$ cat config.mk
export PLATFORM = sky130hd
export DESIGN_NAME = mist_video_timing
export DESIGN_NICKNAME = d
export VERILOG_FILES = /design/src/rtl/mist_video_pkg.sv /design/src/rtl/mist_sync_polarity.sv /design/src/rtl/mist_video_timing.sv
export SDC_FILE = /design/constraint.sdc
export NUM_CORES = 1
export LEC_CHECK = 0
export ABC_AREA = 1
export ABC_CLOCK_PERIOD_IN_PS = 1700
export BUFFER_PORTS_ARGS = -buffer_cell sky130_fd_sc_hd__buf_2
export CORE_UTILIZATION = 39
export CTS_CLUSTER_DIAMETER = 200
export DETAILED_ROUTE_END_ITERATION = 8
export GPL_ROUTABILITY_DRIVEN = 0
export SLEW_MARGIN = 20
export SYNTH_ARGS = -nofsm -noshare
export SYNTH_HDL_FRONTEND = slang
export SYNTH_HIERARCHICAL = 1
export SYNTH_SLANG_ARGS = --single-unit
$ cat constraint.sdc
create_clock -name clk_sys -period 1.7 [get_ports clk_sys]
set_input_delay 0.085 -clock clk_sys [delete_from_list [all_inputs] [get_ports clk_sys]]
set_output_delay 0.085 -clock clk_sys [all_outputs]
set_load 0.02 [all_outputs]
$ cat src/rtl/mist_video_pkg.sv
// Shared helpers for the MiST video timing front end.
// Colour widening, saturating counter step and csync combine modes.
package mist_video_pkg;

  localparam int MAX_DEPTH = 16;
  localparam bit CSYNC_XOR = 1'b0;
  localparam bit CSYNC_AND = 1'b1;

  typedef logic [MAX_DEPTH-1:0] wide_t;

  // Result sits in the low od bits: {v, v, ...} cut to od MSBs.
  function automatic wide_t expand(input wide_t v, input int cd,
                                   input int od);
    wide_t r;
    r = '0;
    for (int i = 0; i < MAX_DEPTH; i++) begin
      if (i < od) begin
        r[4'(od - 1 - i)] = v[4'(cd - 1 - (i % cd))];
      end
    end
    return r;
  endfunction

  function automatic wide_t sat_inc(input wide_t v, input int w);
    wide_t top;
    top = wide_t'((64'd1 << w) - 64'd1);
    return (v == top) ? v : v + wide_t'(1);
  endfunction

endpackage

$ cat src/rtl/mist_sync_polarity.sv
// Sync polarity detector: compares time spent high vs low between
// rising edges of a raw sync and reports the shorter level as active.
module mist_sync_polarity
  import mist_video_pkg::*;
#(
  parameter int CNT_WIDTH = 12
) (
  input  logic                 clk_sys,
  input  logic                 reset,
  input  logic                 cnt_en,
  input  logic                 sync,
  output logic                 valid,
  output logic                 pol,
  output logic                 dec,
  output logic [CNT_WIDTH-1:0] period
);

  logic                 sync_q;
  logic                 rise;
  logic [CNT_WIDTH-1:0] hi_cnt;
  logic [CNT_WIDTH-1:0] lo_cnt;
  logic [CNT_WIDTH:0]   sum;

  assign rise   = sync & ~sync_q;
  assign dec    = rise & valid;
  assign sum    = {1'b0, hi_cnt} + {1'b0, lo_cnt};
  assign period = sum[CNT_WIDTH] ? '1 : sum[CNT_WIDTH-1:0];

  // sync_q follows sync in reset so a level held through reset
  // is not mistaken for an edge.
  always_ff @(posedge clk_sys) begin
    sync_q <= sync;
    if (reset) begin
      hi_cnt <= '0;
      lo_cnt <= '0;
      valid  <= 1'b0;
      pol    <= 1'b0;
    end else if (rise) begin
      valid <= 1'b1;
      if (valid && hi_cnt != lo_cnt) begin
        pol <= hi_cnt < lo_cnt;
      end
      hi_cnt <= CNT_WIDTH'(cnt_en);
      lo_cnt <= '0;
    end else if (cnt_en) begin
      if (sync) begin
        hi_cnt <= CNT_WIDTH'(sat_inc(wide_t'(hi_cnt), CNT_WIDTH));
      end else begin
        lo_cnt <= CNT_WIDTH'(sat_inc(wide_t'(lo_cnt), CNT_WIDTH));
      end
    end
  end

endmodule

$ cat src/rtl/mist_video_timing.sv
// MiST video front end: pixel ce, sync polarity normalise, colour widen.
// Define VID_MEASURE_EN to build h_total/v_total/stable measurement.
module mist_video_timing
  import mist_video_pkg::*;
#(
  parameter int COLOR_DEPTH = 6,
  parameter int OUT_DEPTH   = 8,
  parameter int DIV_WIDTH   = 3,
  parameter int HCNT_WIDTH  = 12,
  parameter int VCNT_WIDTH  = 11,
  parameter int SYNC_AND    = 0
) (
  input  logic                   clk_sys,
  input  logic                   reset,
  input  logic [DIV_WIDTH-1:0]   ce_div,
  input  logic                   csync_en,
  input  logic [COLOR_DEPTH-1:0] R,
  input  logic [COLOR_DEPTH-1:0] G,
  input  logic [COLOR_DEPTH-1:0] B,
  input  logic                   HSync,
  input  logic                   VSync,
  output logic [OUT_DEPTH-1:0]   R_out,
  output logic [OUT_DEPTH-1:0]   G_out,
  output logic [OUT_DEPTH-1:0]   B_out,
  output logic                   HS_out,
  output logic                   VS_out,
  output logic                   ce_pix,
  output logic                   hs_pol,
  output logic                   vs_pol,
  output logic                   stable,
  output logic [HCNT_WIDTH-1:0]  h_total,
  output logic [VCNT_WIDTH-1:0]  v_total
);

  localparam bit AND_MODE = (SYNC_AND != 0) ? CSYNC_AND : CSYNC_XOR;

  logic                   hs_a, vs_a;
  logic                   hs1, vs1;
  logic                   hs_lead, tick, csync_n;
  logic [COLOR_DEPTH-1:0] r1, g1, b1;
  logic [DIV_WIDTH-1:0]   div_cnt;
  logic                   h_valid, v_valid, h_dec, v_dec;
  logic [HCNT_WIDTH-1:0]  h_period;
  logic [VCNT_WIDTH-1:0]  v_period;

  assign hs_a    = hs_pol ? HSync : ~HSync;
  assign vs_a    = vs_pol ? VSync : ~VSync;
  assign hs_lead = hs_a & ~hs1;
  assign tick    = div_cnt >= ce_div;
  assign csync_n = (AND_MODE == CSYNC_AND) ? ~(hs1 | vs1) : ~(hs1 ^ vs1);

  mist_sync_polarity #(.CNT_WIDTH(HCNT_WIDTH)) u_hpol (
    .clk_sys (clk_sys),
    .reset   (reset),
    .cnt_en  (1'b1),
    .sync    (HSync),
    .valid   (h_valid),
    .pol     (hs_pol),
    .dec     (h_dec),
    .period  (h_period)
  );

  mist_sync_polarity #(.CNT_WIDTH(VCNT_WIDTH)) u_vpol (
    .clk_sys (clk_sys),
    .reset   (reset),
    .cnt_en  (hs_lead),
    .sync    (VSync),
    .valid   (v_valid),
    .pol     (vs_pol),
    .dec     (v_dec),
    .period  (v_period)
  );

  // Line start re-phases the divider ahead of the normal wrap.
  always_ff @(posedge clk_sys) begin
    if (reset) begin
      r1      <= '0;
      g1      <= '0;
      b1      <= '0;
      hs1     <= 1'b0;
      vs1     <= 1'b0;
      div_cnt <= '0;
      ce_pix  <= 1'b0;
    end else begin
      r1      <= R;
      g1      <= G;
      b1      <= B;
      hs1     <= hs_a;
      vs1     <= vs_a;
      ce_pix  <= tick;
      div_cnt <= (hs_lead | tick) ? '0 : div_cnt + DIV_WIDTH'(1);
    end
  end

  always_ff @(posedge clk_sys) begin
    if (reset) begin
      R_out  <= '0;
      G_out  <= '0;
      B_out  <= '0;
      HS_out <= 1'b1;
      VS_out <= 1'b1;
    end else if (ce_pix) begin
      R_out  <= OUT_DEPTH'(expand(wide_t'(r1), COLOR_DEPTH, OUT_DEPTH));
      G_out  <= OUT_DEPTH'(expand(wide_t'(g1), COLOR_DEPTH, OUT_DEPTH));
      B_out  <= OUT_DEPTH'(expand(wide_t'(b1), COLOR_DEPTH, OUT_DEPTH));
      HS_out <= csync_en ? csync_n : ~hs1;
      VS_out <= csync_en ? 1'b1 : ~vs1;
    end
  end

  logic unused_valid;
  assign unused_valid = h_valid ^ v_valid;

`ifdef VID_MEASURE_EN
  logic h_eq, v_eq;

  always_ff @(posedge clk_sys) begin
    if (reset) begin
      h_total <= '0;
      v_total <= '0;
      h_eq    <= 1'b0;
      v_eq    <= 1'b0;
    end else begin
      if (h_dec) begin
        h_total <= h_period;
        h_eq    <= h_period == h_total;
      end
      if (v_dec) begin
        v_total <= v_period;
        v_eq    <= v_period == v_total;
      end
    end
  end

  assign stable = h_eq & v_eq;
`else
  logic unused_meas;
  assign unused_meas = ^{h_period, v_period, h_dec, v_dec};
  assign stable  = 1'b0;
  assign h_total = '0;
  assign v_total = '0;
`endif

endmodule

==> results of run 1 <==
## worst max-delay path by stage
| stage | to | slack (ps) | cells after the start |
|---|---|---|---|
| final | u_vpol/hi_cnt[6] | 140 | 12 |
| after CTS | u_vpol/hi_cnt[6] | 30 | 12 |
| after floorplan | u_vpol/lo_cnt[9] | 230 | 9 |
| after global placement | u_vpol/lo_cnt[9] | 90 | 9 |
| after detailed placement | u_vpol/lo_cnt[9] | 80 | 9 |
| after global routing | u_vpol/lo_cnt[3] | 20 | 8 |
## placed cells by master, fill, tap and decap left out, types with 5 or more instances in the layout
cell type and count:
inv_2 12, dfxtp_1 96, nand4_1 7, nand3_2 7, o21ai_0 28, inv_1 93
a21oi_1 36, nand2_1 165, nor2_1 119, xor2_1 16, clkbuf_16 9, nor2_4 5
nand3_1 30, conb_1 30, nor3_1 9, buf_4 17, a21oi_2 10, dlygate4sd3_1 21
buf_2 54, nand2_2 8, ha_1 31
## per-stage QoR
| step | setup slack [ps] | hold slack [ps] |
|---|---|---|
| 4_1_cts | 31.1 | 79.4 |
| 5_1_grt | 16.4 | 95.3 |
| 2_1_floorplan | 233 | 113 |
| 3_3_place_gp | 88.5 | 279 |
| 6_report | 141 | 80.7 |
| 3_5_place_dp | 84.7 | 280 |
## layer usage
metal / GRT usage / up-vias / part of all wire
met2: 0.278 / 60 / 0.48
li1: - / 2402 / -
met3: 0.0373 / 11 / 0.028
met5: 0 / - / 0
met4: 0.0433 / 0 / 0.010
met1: 0.209 / 1957 / 0.48
## flip-flops by register name, summed over array words and instances (netlist names), 3 cells and up
| register | count |
|---|---|
| u_hpol/hi_cnt | 12 |
| u_hpol/lo_cnt | 12 |
| u_vpol/hi_cnt | 11 |
| u_vpol/lo_cnt | 11 |
| B_out | 6 |
| G_out | 6 |
| R_out | 6 |
| b1 | 6 |
| g1 | 6 |
| r1 | 6 |
| div_cnt | 3 |
## power groups by stage
| stage | combinational [W] | sequential, W | clock (W) |
|---|---|---|---|
| finish | 0.000564 | 0.00238 | 0.00199 |
| global route | 0.000631 | 0.00238 | 0.00215 |
| CTS | 0.000561 | 0.00238 | 0.00206 |
| detailed placement | 0.000522 | 0.00243 | 0 |
| global placement | 0.000522 | 0.00242 | 0 |
| floorplan | 0.000380 | 0.00247 | 0 |
## layout make-up
class | count | share of cell area
clock buffers | 11 | 0.0396
clock inverters | 3 | 0.00715
inverters | 107 | 0.0662
multi-input cells | 520 | 0.439
flip-flops and latches | 96 | 0.314
well taps | 172 | 0.0351
repair buffers | 92 | 0.0993
## what timing repair did
item                                   CTS  global route
hold buffers                            21             0
setup buffers                            0             2
endpoints found under the hold margin   21             0
setup endpoints to repair                0            15
gates resized for setup                  0             4
==> reports/results.txt, run 1 <==
clock network power share: 0.404
R2R Path End: u_vpol/lo_cnt[0]
Final min period: 1560 ps
post-synthesis average cell area: 7.07 sq um
Seq. cell area: 1920 sq um
antenna-violating nets left: 0
CTS H-tree depth: 3
Reg2Reg Depth: 8
Max Freq: 0.641 GHz
initial antenna violation count: 0
sw frac: 0.251
pin count of the biggest net entering global routing: 23
CTS buffer count: 9
internal power: 0.00369 W
worst setup path start: HSync
Finished Layout Cells: 1001
Final Hold Viols: 0
Skew-Pair Late Insertion Delay: 340 ps
status: completed
Comb power frac: 0.114
vias in the first global route: 3945
WL/cell: 11.0 um
Flop pwr share: 0.482
core area: 12800 sq um
CP delay by family, top: buffers and inverters
cell area after synthesis: 5210 sq um
Worst Setup End Kind: flop
Crit-path slowest cell: dlygate4sd3_1
Gate Count Post-Synth: 737
CTS Sinks: 96
area of the multi-input gates: 2690 sq um
Iteration-0 DRC Markers: 201
PnR Total Power: 0.00493 W
diode count: 0
DRC: 0
first-pass GRT wire length: 18600 um
CTS root buffer: clkbuf_16
maximum buffer depth of the clock tree: 2
period utilization: 0.917
Power Density: 805 nW/um^2
Die Width: 118 um
Ports: 79
total grt overflow: 0
worst-path fanout max: 9
Hold Crit Class: in2reg
worst path cell trace: dlygate4sd3_1, buf_2, inv_1, nand2_1, nand3_1, inv_2, nand2_1, clkinvlp_4, nand2_4, inv_2, nand2_1, a21oi_2
Hold Crit Endpoint: hs1
CP arrival: 1790 ps
die area: 13800 sq um
worst vdd ir: 0.000465 V
share of cells above drive strength 1: 0.162
Max Transition Viols Final: 0
worst endpoint required time: 1930 ps
Warnings, synthesis: 6
RR Startpoint: u_vpol/lo_cnt[0]
synthesis-to-finish area growth: 17.6%
Placed Area: 5600 sq um
dpl hpwl: 8090 um
DRT Pass-1 Iters: 4
static leakage: 2.86 nW
Critical Path Start Type: primary input
slowest stage delay, CP: 530 ps
via count: 4430
placed cells: 964
Worst Setup Path Type: in2reg
Port Buffers: 54
WL final: 11000 um
Worst Hold Path Cells: 2
Max Cap Viol: 0
Die H: 118 um
RSZ-0062 raised after global routing: no
gr usage total: 0.164
drt via density: 4.43
hold_sp: reset
fin nets: 883
row count: 41
Net Sw Power: 0.00124 W
# setup viols final: 0
# fillers: 1344
Final Skew: 4.81 ps
Setup Total Neg Slack: 0 ps
Starting Density: 0.406
CP Buf/Inv Count: 6
Finished Cell Area: 6130 sq um
clock-pin slew on the worst setup and hold paths: 60 ps
R2R Setup Slk: 140 ps
cell seen most often among critical-path stages: nand2_1
final core utilization: 0.478
CTS tree: done
(Power assumes the default switching activity.)
==> run 2: changes to the inputs <==
--- a/config.mk
+++ b/config.mk
@@ -8,6 +8,7 @@
 export ABC_AREA = 1
 export ABC_CLOCK_PERIOD_IN_PS = 1700
 export BUFFER_PORTS_ARGS = -buffer_cell sky130_fd_sc_hd__buf_2
+export CORE_ASPECT_RATIO = 0.5
 export CORE_UTILIZATION = 39
 export CTS_CLUSTER_DIAMETER = 200
 export DETAILED_ROUTE_END_ITERATION = 8
==> reports/results.txt, run 2 (same netlist as run 1, synthesis figures left out) <==
Power Density: 833 nW/um^2 (+3.5%)
core area: 12800 sq um (+0.16%)
DRT Pass-1 Iters: 6 (+2)
Starting Density: 0.406 (-0.000633)
clock-pin slew on the worst setup and hold paths: 70 ps (about the same)
Worst Setup Path Type: reg2reg
CP arrival: 1860 ps (+70 ps)
Max Transition Viols Final: 0 (unchanged)
internal power: 0.00381 W (+3.3%)
synthesis-to-finish area growth: 17.4%
CTS tree: done
WL/cell: 10.7 um (-2.5%)
diode count: 0 (unchanged)
most frequent cells in the layout: 165 x nand2_1, 119 x nor2_1, 95 x dfxtp_1, 94 x inv_1, 54 x buf_2
Worst Setup End Kind: flop
period utilization: 0.928 (+0.0112)
Metal-1 WL: 5110 um (-3.7%)
row count: 29 (-29%)
drt via density: 4.47 (+1.1%)
share of cells above drive strength 1: 0.159 (-0.00266)
met3 routed WL: 335 um (+8.1%)
Largest regs: u_hpol/hi_cnt (12), u_hpol/lo_cnt (12)
static leakage: 2.84 nW (-0.63%)
Setup WS pre-CTS: 70.6 ps (-14.1 ps)
die area: 13900 sq um (+0.20%)
clock network power share: 0.424 (+0.020)
WL final: 10700 um (-3.2%)
Final min period: 1580 ps (+19.0 ps)
# setup viols final: 0 (unchanged)
Port Buffers: 54 (unchanged)
Flop pwr share: 0.467 (-0.015)
Die H: 83.7 um (-29%)
DRC: 12 (+12)
sw frac: 0.251 (about the same)
first-pass GRT wire length: 18200 um (-2.5%)
worst-path fanout max: 9 (unchanged)
Net Sw Power: 0.00128 W (+3.3%)
gr usage total: 0.164 (+0.000398)
CTS root buffer: clkbuf_16
Max Freq: 0.634 GHz (-1.2%)
initial antenna violation count: 0 (unchanged)
Iteration-0 DRC Markers: 258 (+28%)
WHS: 80.7 ps (-0.0497 ps)
status: complete, but fails checks
Final Skew: 7.52 ps (+2.70 ps)
Comb power frac: 0.110 (-0.004)
fin nets: 876 (-0.79%)
Ports: 79 (unchanged)
Setup Total Neg Slack: 0 ps (unchanged)
CTS H-tree depth: 3 (unchanged)
antenna-violating nets left: 0 (unchanged)
failing checks: DRC
Die Width: 165 um (+41%)
maximum buffer depth of the clock tree: 2 (unchanged)
Max Cap Viol: 0 (unchanged)
most common cell after layout, fill and taps aside: nand2_1
via count: 4448 (+0.41%)
PnR Total Power: 0.00509 W (+3.3%)
worst endpoint required time: 1980 ps (+50 ps)
worst vdd ir: 0.000539 V (+16%)
Final Hold Viols: 0 (unchanged)
final setup margin: 122 ps (-19.0 ps)
vias in the first global route: 3877 (-1.7%)
CTS Sinks: 96 (unchanged)
Hold Crit Class: in2reg
pin count of the biggest net entering global routing: 23 (unchanged)
total grt overflow: 0 (unchanged)
Critical Path Start Type: flop
routed wl met2: 5050 um (-4.5%)
Skew-Pair Late Insertion Delay: 340 ps (about the same)
CTS buffer count: 9 (unchanged)
dpl hpwl: 7780 um (-3.9%)
top sig layer: met4
## run 2: power groups by stage
stage | registers [W] | clock network (W) | logic (W)
CTS | 0.00237 | 0.00223 | 0.000559
global route | 0.00238 | 0.00231 | 0.000623
finish | 0.00238 | 0.00216 | 0.000558
global placement | 0.00242 | 0 | 0.000516
detailed placement | 0.00242 | 0 | 0.000520
floorplan | 0.00247 | 0 | 0.000380
## run 2: stage by stage
step / utilization / instance area, sq um / cells
floorplan: - / 5320 / 765
global placement: 0.433 / 5570 / 956
detailed placement: 0.433 / 5570 / 956
CTS: 0.475 / 6100 / 993
global route: 0.476 / 6120 / 994
finish: 0.476 / 6120 / 994
## run 2: timing repair
item                       4_1_cts  5_1_grt
buffers inserted                 0        1
resized for setup                0        4
hold endpoints to repair        21        0
hold buffers                    21        0
setup endpoints to repair        0        7
## run 2: cell type report
cell class	instances	area, sq um
multi-input cells	520	2690
repair buffers	85	568
clock inverters	7	95.1
flip-flops and latches	96	1920
well taps	170	213
inverters	107	405
fillers	1283	6730
clock buffers	9	225
## run 2: worst max-delay path, stage by stage (launching register included)
cell and delay [ps]:
dfxtp_1 380, inv_1 50, nand2_1 70, nand3_1 100
inv_1 190, nand2_1 130, clkinvlp_4 190, nand2_4 110
inv_2 110, nand2_1 70, a21oi_2 110
## run 2: final timing paths
path / startpoint / cells past startpoint / slack, ps / endpoint
max: u_hpol/pol / 10 / 120 / u_vpol/hi_cnt[3]
min reg2reg: b1[1] / 2 / 450 / B_out[3]
max reg2reg: u_hpol/pol / 10 / 120 / u_vpol/hi_cnt[3]
min: reset / 2 / 80 / b1[5]
## run 2: metal layers
layer / GRT usage / up-vias
li1: - / 2399
met1: 0.211 / 1971
met2: 0.272 / 63
met3: 0.0392 / 15
met4: 0.0479 / 0
met5: 0 / -
==> run 3: changes to the inputs <==
--- a/config.mk
+++ b/config.mk
@@ -7,7 +7,7 @@
 export LEC_CHECK = 0
 export ABC_AREA = 1
 export ABC_CLOCK_PERIOD_IN_PS = 1700
-export BUFFER_PORTS_ARGS = -buffer_cell sky130_fd_sc_hd__buf_2
+export BUFFER_PORTS_ARGS = -buffer_cell sky130_fd_sc_hd__buf_4
 export CORE_ASPECT_RATIO = 0.5
 export CORE_UTILIZATION = 39
 export CTS_CLUSTER_DIAMETER = 200
==> reports/results.txt, run 3 (same netlist as run 1, synthesis figures left out) <==
status: complete, but fails checks
failing checks: DRC
synthesis-to-finish area growth: 18.9%
core area: 12800 sq um (unchanged)
CTS tree: done
Setup WS pre-CTS: 107 ps (+35.9 ps)
CP Buf/Inv Count: 1 (-3)
DRC: 11 (-1)
Max Freq: 0.640 GHz (+1.0%)
Die Width: 165 um (unchanged)
Final Skew: 5.12 ps (-2.40 ps)
gr usage total: 0.169 (+0.00421)
# setup viols final: 0 (unchanged)
Max Cap Viol: 0 (unchanged)
internal power: 0.00359 W (-5.9%)
CTS buffer count: 9 (unchanged)
WL final: 10700 um (+0.71%)
Final Hold Viols: 0 (unchanged)
maximum buffer depth of the clock tree: 2 (unchanged)
final setup margin: 138 ps (+15.8 ps)
CP delay by family, top: simple AND/OR/NAND/NOR gates
total grt overflow: 0 (unchanged)
antenna-violating nets left: 0 (unchanged)
Ports: 79 (unchanged)
Final min period: 1560 ps (-15.8 ps)
worst vdd ir: 0.000444 V (-18%)
row count: 29 (unchanged)
Net Sw Power: 0.00125 W (-2.1%)
CP arrival: 1790 ps (-70 ps)
Worst Setup Path Type: reg2reg
initial antenna violation count: 0 (unchanged)
first-pass GRT wire length: 18700 um (+3.2%)
worst path cell trace: ha_1, nand3_2, nor2_4, nand3_4, nand2_4, inv_2, nand2_1, a21oi_2
Flop pwr share: 0.492 (+0.025)
CTS H-tree depth: 3 (unchanged)
dpl hpwl: 7860 um (+0.98%)
static leakage: 2.83 nW (-0.41%)
worst endpoint required time: 1920 ps (-60 ps)
Worst Setup End Kind: flop
most frequent cells in the layout: 165 x nand2_1, 118 x nor2_1, 96 x dfxtp_1, 93 x inv_1, 62 x buf_4
Comb power frac: 0.124 (+0.014)
sw frac: 0.259 (+0.00768)
clock-pin slew on the worst setup and hold paths: 60 ps (about the same)
Hold Crit Class: in2reg
Power Density: 781 nW/um^2 (-6.2%)
diode count: 0 (unchanged)
Placed Area: 5670 sq um (+1.8%)
Skew-Pair Late Insertion Delay: 340 ps (about the same)
share of cells above drive strength 1: 0.157 (-0.00205)
die area: 13900 sq um (unchanged)
vias in the first global route: 4052 (+4.5%)
Port Buffers: 54 (unchanged)
Crit-path slowest cell: dfxtp_1
Die H: 83.7 um (unchanged)
most common cell after layout, fill and taps aside: nand2_1
RSZ-0062 raised after global routing: yes
WHS: 141 ps (+60.0 ps)
CTS root buffer: clkbuf_16
CTS Sinks: 96 (unchanged)
Largest regs: u_hpol/hi_cnt (12), u_hpol/lo_cnt (12)
Max Transition Viols Final: 0 (unchanged)
Finished Cell Area: 6190 sq um (+1.3%)
# fillers: 1285 (+0.16%)
WL/cell: 10.8 um (+0.92%)
DRT Pass-1 Iters: 6 (unchanged)
pin count of the biggest net entering global routing: 31 (+35%)
via count: 4434 (-0.31%)
clock network power share: 0.385 (-0.039)
Starting Density: 0.406 (unchanged)
worst-path fanout max: 9 (unchanged)
fin nets: 874 (-0.23%)
Setup Total Neg Slack: 0 ps (unchanged)
drt via density: 4.47 (-0.11%)
Critical Path Start Type: flop
Iteration-0 DRC Markers: 231 (-10%)
period utilization: 0.919 (-0.00927)
slowest stage delay, CP: 390 ps (about the same)
==> run 3: cell count changes in the layout (fill, tap and decap cells not counted), sizes merged <==
cell,before,now
inv,106,105
clkinvlp,2,4
clkinv,4,3
clkbuf,9,11
bufinv,2,0
buf,64,62
==> run 3: worst paths after layout <==
check,depth (start not counted),start,slack (ps),to
worst max-delay path,8,u_vpol/hi_cnt[0],140,u_vpol/hi_cnt[6]
worst min-delay path,2,reset,140,b1[0]
worst max register to register,8,u_vpol/hi_cnt[0],140,u_vpol/hi_cnt[6]
worst min register to register,2,b1[4],450,B_out[6]
==> run 3: layout make-up <==
class / instances / area (sq um) / area share
Tap cell: 170 / 213 / 0.0343
Multi-Input combinational cell: 520 / 2700 / 0.436
Timing Repair Buffer: 83 / 676 / 0.109
Clock inverter: 5 / 32.5 / 0.00525
Sequential cell: 96 / 1920 / 0.310
Clock buffer: 11 / 243 / 0.0392
Inverter: 107 / 405 / 0.0654
==> run 3: metrics by stage <==
stage / cells / power [W] / util
CTS: 990 / 0.00490 / 0.479
global placement: 953 / 0.00297 / 0.441
detailed placement: 953 / 0.00298 / 0.441
finish: 992 / 0.00484 / 0.482
floorplan: 765 / 0.00285 / -
global route: 992 / 0.00510 / 0.482
==> run 3: layer usage <==
layer / global-route usage / vias to the layer above / part of all wire
met1: 0.215 / 1982 / 0.49
met4: 0.0405 / 0 / 0.0079
li1: - / 2394 / -
met5: 0 / - / 0
met3: 0.0447 / 9 / 0.029
met2: 0.282 / 49 / 0.48
==> run 3: timing repair <==
item                                   in CTS  in global routing
resized for setup                           0                  7
endpoints found under the hold margin      21                  0
setup buffers                               0                  2
hold buffers                               21                  0
setup endpoints to repair                   0                 22
==> run 3: worst register-to-register path: cells and delay by family (launching register included) <==
family	cells	cell delay (ps)
compound gates	1	50
fa+ha+maj	1	220
buf+inv	1	80
flops	1	390
simple gates	5	720
==> run 3: power by group through the flow <==
| stage | clock network (W) | registers [W] | logic, W |
|---|---|---|---|
| final | 0.00186 | 0.00238 | 0.000598 |
| after global routing | 0.00205 | 0.00239 | 0.000663 |
| after CTS | 0.00193 | 0.00238 | 0.000593 |
| after detailed placement | 0 | 0.00243 | 0.000553 |
| after global placement | 0 | 0.00243 | 0.000546 |
| after floorplan | 0 | 0.00247 | 0.000380 |
